### config.mk
export PLATFORM = sky130hd
export DESIGN_NAME = radio_deserializer
export DESIGN_NICKNAME = d
export VERILOG_FILES = /design/src/rtl/radio_deserializer.sv
export SDC_FILE = /design/constraint.sdc
export NUM_CORES = 1
export LEC_CHECK = 0
export ABC_AREA = 1
export CORE_ASPECT_RATIO = 0.7
export CORE_MARGIN = 2
export CORE_UTILIZATION = 59
export CTS_CLUSTER_DIAMETER = 120
export DETAILED_ROUTE_END_ITERATION = 7
export PLACE_DENSITY = 0.85
export RECOVER_POWER = 50
export SLEW_MARGIN = 30
export SYNTH_ARGS = -nofsm -noshare
export SYNTH_HDL_FRONTEND = slang
export SYNTH_SLANG_ARGS = --single-unit
### constraint.sdc
create_clock -name FAST_CLK -period 3.4 [get_ports FAST_CLK]
set_input_delay 0.34 -clock FAST_CLK [delete_from_list [all_inputs] [get_ports FAST_CLK]]
set_output_delay 0.34 -clock FAST_CLK [all_outputs]
set_load 0.01 [all_outputs]
### src/rtl/radio_deserializer.sv
// rtl/radio_deserializer.sv - serial frame deserializer with sync lock FSM and pattern checker
// Recovers FRAME_BITS-wide words from an LSB-first stream framed by SYNC_IN pulses.
module radio_deserializer #(
  parameter int FRAME_BITS  = 4,
  parameter int LOCK_FRAMES = 4
) (
  input  logic                  FAST_CLK,
  input  logic                  RST_N,
  input  logic                  DATA_IN,
  input  logic                  SYNC_IN,
  input  logic                  CHECK_EN,
  output logic [FRAME_BITS-1:0] DATA_OUT,
  output logic                  DATA_VALID,
  output logic                  LOCKED,
  output logic [7:0]            SYNC_ERRS,
  output logic [15:0]           CHECK_ERRS
);
  localparam int CW = (FRAME_BITS > 1) ? $clog2(FRAME_BITS) : 1;
  localparam int GW = $clog2(LOCK_FRAMES + 1);
  localparam logic [CW-1:0] FIRST_CNT = CW'(1 % FRAME_BITS);
  localparam logic [CW-1:0] LAST_CNT  = CW'(FRAME_BITS - 1);
  localparam logic [GW-1:0] LOCK_CNT  = GW'(LOCK_FRAMES - 1);

  typedef enum logic [1:0] {ST_HUNT, ST_VERIFY, ST_LOCKED} state_t;

  state_t                  state_q;
  logic [CW-1:0]           bitcnt_q;
  logic [GW-1:0]           good_q;
  logic [FRAME_BITS-1:0]   word_q;
  logic [FRAME_BITS-1:0]   word_d;
  logic [FRAME_BITS-1:0]   data_q;
  logic [FRAME_BITS-1:0]   ref_q;
  logic [FRAME_BITS-1:0]   ref_inc;
  logic                    valid_q;
  logic                    locked_q;
  logic                    ref_valid_q;
  logic [7:0]              sync_errs_q;
  logic [15:0]             check_errs_q;

  logic at_bit0;
  logic last_bit;
  logic early_sync;
  logic missing_sync;
  logic sync_err;
  logic stay_locked;
  logic deliver;

  // Word as it stands once the current bit lands in its slot.
  always_comb begin
    word_d           = word_q;
    word_d[bitcnt_q] = DATA_IN;
  end

  assign ref_inc      = ref_q + FRAME_BITS'(1);
  assign at_bit0      = (bitcnt_q == '0);
  assign last_bit     = (bitcnt_q == LAST_CNT);
  assign early_sync   = (state_q != ST_HUNT) && SYNC_IN && !at_bit0;
  assign missing_sync = (state_q != ST_HUNT) && !SYNC_IN && at_bit0;
  assign sync_err     = early_sync || missing_sync;
  assign stay_locked  = (state_q == ST_LOCKED) && !sync_err;
  assign deliver      = stay_locked && last_bit;

  always_ff @(posedge FAST_CLK or negedge RST_N) begin
    if (!RST_N) begin
      state_q      <= ST_HUNT;
      bitcnt_q     <= '0;
      good_q       <= '0;
      word_q       <= '0;
      data_q       <= '0;
      ref_q        <= '0;
      valid_q      <= 1'b0;
      locked_q     <= 1'b0;
      ref_valid_q  <= 1'b0;
      sync_errs_q  <= '0;
      check_errs_q <= '0;
    end else begin
      valid_q     <= 1'b0;
      ref_valid_q <= CHECK_EN && stay_locked && (ref_valid_q || deliver);
      if (sync_err && sync_errs_q != 8'hFF) sync_errs_q <= sync_errs_q + 8'd1;
      if (deliver) begin
        data_q  <= word_d;
        valid_q <= 1'b1;
        ref_q   <= word_d;
        if (CHECK_EN && ref_valid_q && word_d != ref_inc && check_errs_q != 16'hFFFF)
          check_errs_q <= check_errs_q + 16'd1;
      end
      case (state_q)
        ST_HUNT: begin
          if (SYNC_IN) begin
            word_q[0] <= DATA_IN;
            bitcnt_q  <= FIRST_CNT;
            good_q    <= '0;
            state_q   <= ST_VERIFY;
          end
        end
        default: begin
          if (early_sync) begin
            // Realign on the unexpected marker rather than waiting for the old phase.
            word_q[0] <= DATA_IN;
            bitcnt_q  <= FIRST_CNT;
            good_q    <= '0;
            state_q   <= ST_VERIFY;
            locked_q  <= 1'b0;
          end else if (missing_sync) begin
            bitcnt_q <= '0;
            state_q  <= ST_HUNT;
            locked_q <= 1'b0;
          end else begin
            word_q   <= word_d;
            bitcnt_q <= last_bit ? '0 : bitcnt_q + CW'(1);
            if (state_q == ST_VERIFY && SYNC_IN) begin
              if (good_q == LOCK_CNT) begin
                state_q  <= ST_LOCKED;
                locked_q <= 1'b1;
              end else begin
                good_q <= good_q + GW'(1);
              end
            end
          end
        end
      endcase
    end
  end

  assign DATA_OUT   = data_q;
  assign DATA_VALID = valid_q;
  assign LOCKED     = locked_q;
  assign SYNC_ERRS  = sync_errs_q;
  assign CHECK_ERRS = check_errs_q;

endmodule

==> summary.md <==
| Metric | Value |
|---|---|
| Status | `complete, but fails checks` |
| Failing checks | `capacitance limit, slew limit` |
| Max Freq | `around 440 MHz` |
| Number of global-route vias before repair | `2042` |
| Clk buf depth | `2` |
| Clk_lat worst skew | `roughly 310 ps` |
| H-tree lvl count | `2` |
| CTS Hold Bufs | `0` |
| CP max FO | `22` |
| CTS tree | `yes` |
| Worst Hold Class | `register to register` |
| Yosys reg bits | `42` |
| Via count | `roughly 2200` |
| GRT Total Usage | `around 25%` |
| Period utilisation layout | `~67%` |
| Placer Congestion | `slightly below 0.9` |
| Normalized max-slew margin | `-47.2%` |
| Yosys Warn Count | `0` |
| Final Critical Period | `roughly 2300 ps` |
| Largest net degree at the start of global routing | `43` |
| Mapped Nets | `between 300 and 400` |
| WHS Endpoint | `good_q[0]` |
| Nets@finish | `around 370` |
| Post-Syn Instances | `roughly 320` |
| Pwr dens | `579 mW/mm^2` |
| Drt pass-1 iters | `4` |
| VDD IR max | `between 0.4 and 0.5 mV` |
| Starting density of the core | `a little over three fifths` |
| Via/cell ratio | `between 5 and 6` |
| Maxcap violations | `1` |
| Reg2reg end | `CHECK_ERRS[0]` |
| Clk_skew | `13.7 ps` |
| Cells on Worst Hold Path | `1` |
| N_diodes | `0` |
| RSZ-0062 raised after global routing | `false` |
| Setup Buffers After CTS | `0` |
| # rows | `19` |
| Placed Cells | `400` |
| Core area | `0.00397 sq mm` |
| Worst r2r src | `bitcnt_q[0]` |
| CTS Root Buffer Type | `clkbuf_8` |
| WL/cell | `~13 um` |
| Multi-input logic area | `0.00123 sq mm` |
| Register area | `between 0.001 and 0.0015 sq mm` |
| Detailed Route Iter0 Violations | `about 150` |
| R2R setup slack | `1130 ps` |
| Final std cells w/o fill | `just over 400` |
| Setup Viol. Count Final | `0` |
| Synth Area per Inst | `slightly below 8 sq um` |
| Post-Syn Area | `0.00248 sq mm` |
| Post-synth EDFFs | `0` |
| PostCTS Resize Cnt | `0` |
| GR Overflow Total | `0` |
| Critical path data required time | `~3600 ps` |
| Max-slew violations | `43` |
| CTS clock-pin slew for the worst setup and hold paths | `around 80 ps` |
| Main synth FF type | `dfrtp_1` |
| Critical-path cell list | `inv_1, ha_1, inv_1, nand3_1, nand4_1, nor2_4, nand3_4, nand2_1, nand2_1` |
| Layout cell share with drive strength beyond 1 | `7.30%` |
| Final hold vios | `0` |
| Inserted Clock Buffers | `5` |
| TNS Setup | `0 ps` |
| Library cells used by synthesis | `30` |
| Area Overhead vs Synth | `17.8%` |
| Worst-Margin Slew | `~2200 ps` |
| Slowest CP cell | `nor2_4` |
| Hpwl dp | `~3.8 mm` |
| Fin Hold WS | `just under 500 ps` |
| Port buffer count | `34` |
| Dpl cell area | `0.00285 sq mm` |
| Clock sinks | `between 40 and 50` |
| Die span in x | `81.5 um` |
| Wire length of the first global-routing pass | `between 9 and 10 mm` |
| DRT antenna net count | `0` |
| Largest stage delay, worst path | `approximately 470 ps` |
| Fillers | `between 300 and 400` |
| Initial antenna violation count | `0` |
| Sequential-to-total area share from yosys stat | `a little over two fifths` |
| Min-delay src | `good_q[0]` |
| Top Ports | `35` |
| Area leader, netlist | `dfrtp_1` |
| Setup CP Type | `register to register` |
| Worst reg-to-reg path cell count | `9` |
| Crit path arrival time | `approximately 2500 ps` |
| Design area | `0.00293 sq mm` |
| Overall routed net length | `5.34 mm` |
| Drt drc | `0` |
| Asr flop ratio synth | `between 90% and 100%` |
| Yosys top cell area share | `around 42%` |
| P_leak | `1.47 nW` |
| Die area | `between 0.004 and 0.005 sq mm` |
| Top post-synthesis cells by area | `dfrtp_1 (42%), nand2_1 (16%), inv_1 (5.1%), nand4_1 (4.8%), ha_1 (4.5%)` |
| Startpoint types | `register` |
| Nature of the critical path endpoint | `register` |
| Die height | `58.3 um` |
-- cell usage in the layout, fill, tap and decap left out --
master           Yosys  final
dlygate4sd3_1        0      9
nand3b_1             1      1
clkinv_2             0      1
clkinv_1             1      1
clkinvlp_4           0      1
xnor2_1              8      8
nand4_1             19     20
nand2_1            109    110
xor2_1               9      9
o21ai_1              1      1
a21oi_4              2      1
nor2_1              19     19
nand3_2              1      1
a22oi_1              2      2
nor2_4               2      2
nand3_4              2      2
a21oi_1              3      4
ha_1                 9      9
o22ai_1              1      1
nand2_2              4      3
clkdlybuf4s50_1      0     24
dfrtp_1             42     42
a31oi_1              1      1
inv_2                6      5
nor3_1               2      2
inv_1               34     35
nand3_1             18     18
a21oi_2              1      1
and2_1               1      1
nor2_2               3      3
clkbuf_1             0      1
clkbuf_8             0      6
o21ai_0             12     12
-- stage by stage --
step                      utilization (%)  total power, mW  setup WS (ps)
final                                73.7             1.69           1130
after global routing                 73.7             1.82            945
after CTS                            74.3             1.72           1210
after detailed placement             71.9             1.37           1100
after global placement               71.9             1.35           1180
after floorplan                         -             1.16           1740
-- cell usage after synthesis (3+ instances only) --
cell / instances
nand2_2: 4
inv_2: 6
nor2_2: 3
buf_2: 4
nand3_1: 18
o21ai_0: 12
xnor2_1: 8
xor2_1: 9
nand4_1: 19
nor2_1: 19
inv_1: 34
a21oi_1: 3
nand2_1: 109
ha_1: 9
dfrtp_1: 42
-- report_power, final --
part,leakage [nW],internal (mW),switching [mW]
Clock,0.0472,0.163,0.181
Sequential,0.554,0.598,0.0837
Combinational,0.869,0.254,0.413
-- routing by layer --
metal / routed length (um) / global-route usage [%]
met5: 0 / 0
met4: 63 / 8.23
met3: 431 / 9.50
met2: 2390 / 38.6
met1: 2460 / 33.5
-- how the worst max path moves through the flow --
| stage | end | depth (start not counted) | start |
|---|---|---|---|
| 2_1_floorplan | CHECK_ERRS[0] | 12 | bitcnt_q[0] |
| 3_3_place_gp | CHECK_ERRS[2] | 8 | SYNC_IN |
| 3_5_place_dp | CHECK_ERRS[10] | 8 | SYNC_IN |
| 4_1_cts | CHECK_ERRS[0] | 9 | bitcnt_q[0] |
| 5_1_grt | CHECK_ERRS[0] | 9 | bitcnt_q[0] |
| 6_report | CHECK_ERRS[0] | 9 | bitcnt_q[0] |
-- logic make-up (layout without fill, tap and decap cells) --
group / after synthesis / count (layout) / synth area share [%]
buffers and inverters: 46 / 83 / 7.46
and+or+nand+nor: 182 / 182 / 33.7
AOI/OAI and AO/OA: 23 / 23 / 5.99
DFF: 42 / 42 / 42.3
adders and majority gates: 9 / 9 / 4.53
xor gates and xnor gates: 17 / 17 / 6.00
-- layout make-up --
| cell class | instances | area share [%] |
|---|---|---|
| Timing Repair Buffer | 34 | 11.4 |
| Inverter | 41 | 5.26 |
| Multi-Input combinational cell | 231 | 41.9 |
| Tap cell | 52 | 2.22 |
| Sequential cell | 42 | 35.9 |
| Clock buffer | 6 | 2.82 |
| Clock inverter | 2 | 0.428 |
-- critical path: cells and delay by family (launching register included) --
kind / cells / cell delay, ps
simple gates: 6 / 1240
flops: 1 / 420
fa+ha+maj: 1 / 240
buf+inv: 2 / 250
-- state kept, by name, summed over array words and instances (netlist names) --
| name | flops |
|---|---|
| CHECK_ERRS | 16 |
| SYNC_ERRS | 8 |
| ref_q | 4 |
| word_q | 4 |
| good_q | 3 |
| bitcnt_q | 2 |
| state_q | 2 |
| DATA_VALID | 1 |
| LOCKED | 1 |
| ref_valid_q | 1 |
(Power assumes the default switching activity.)
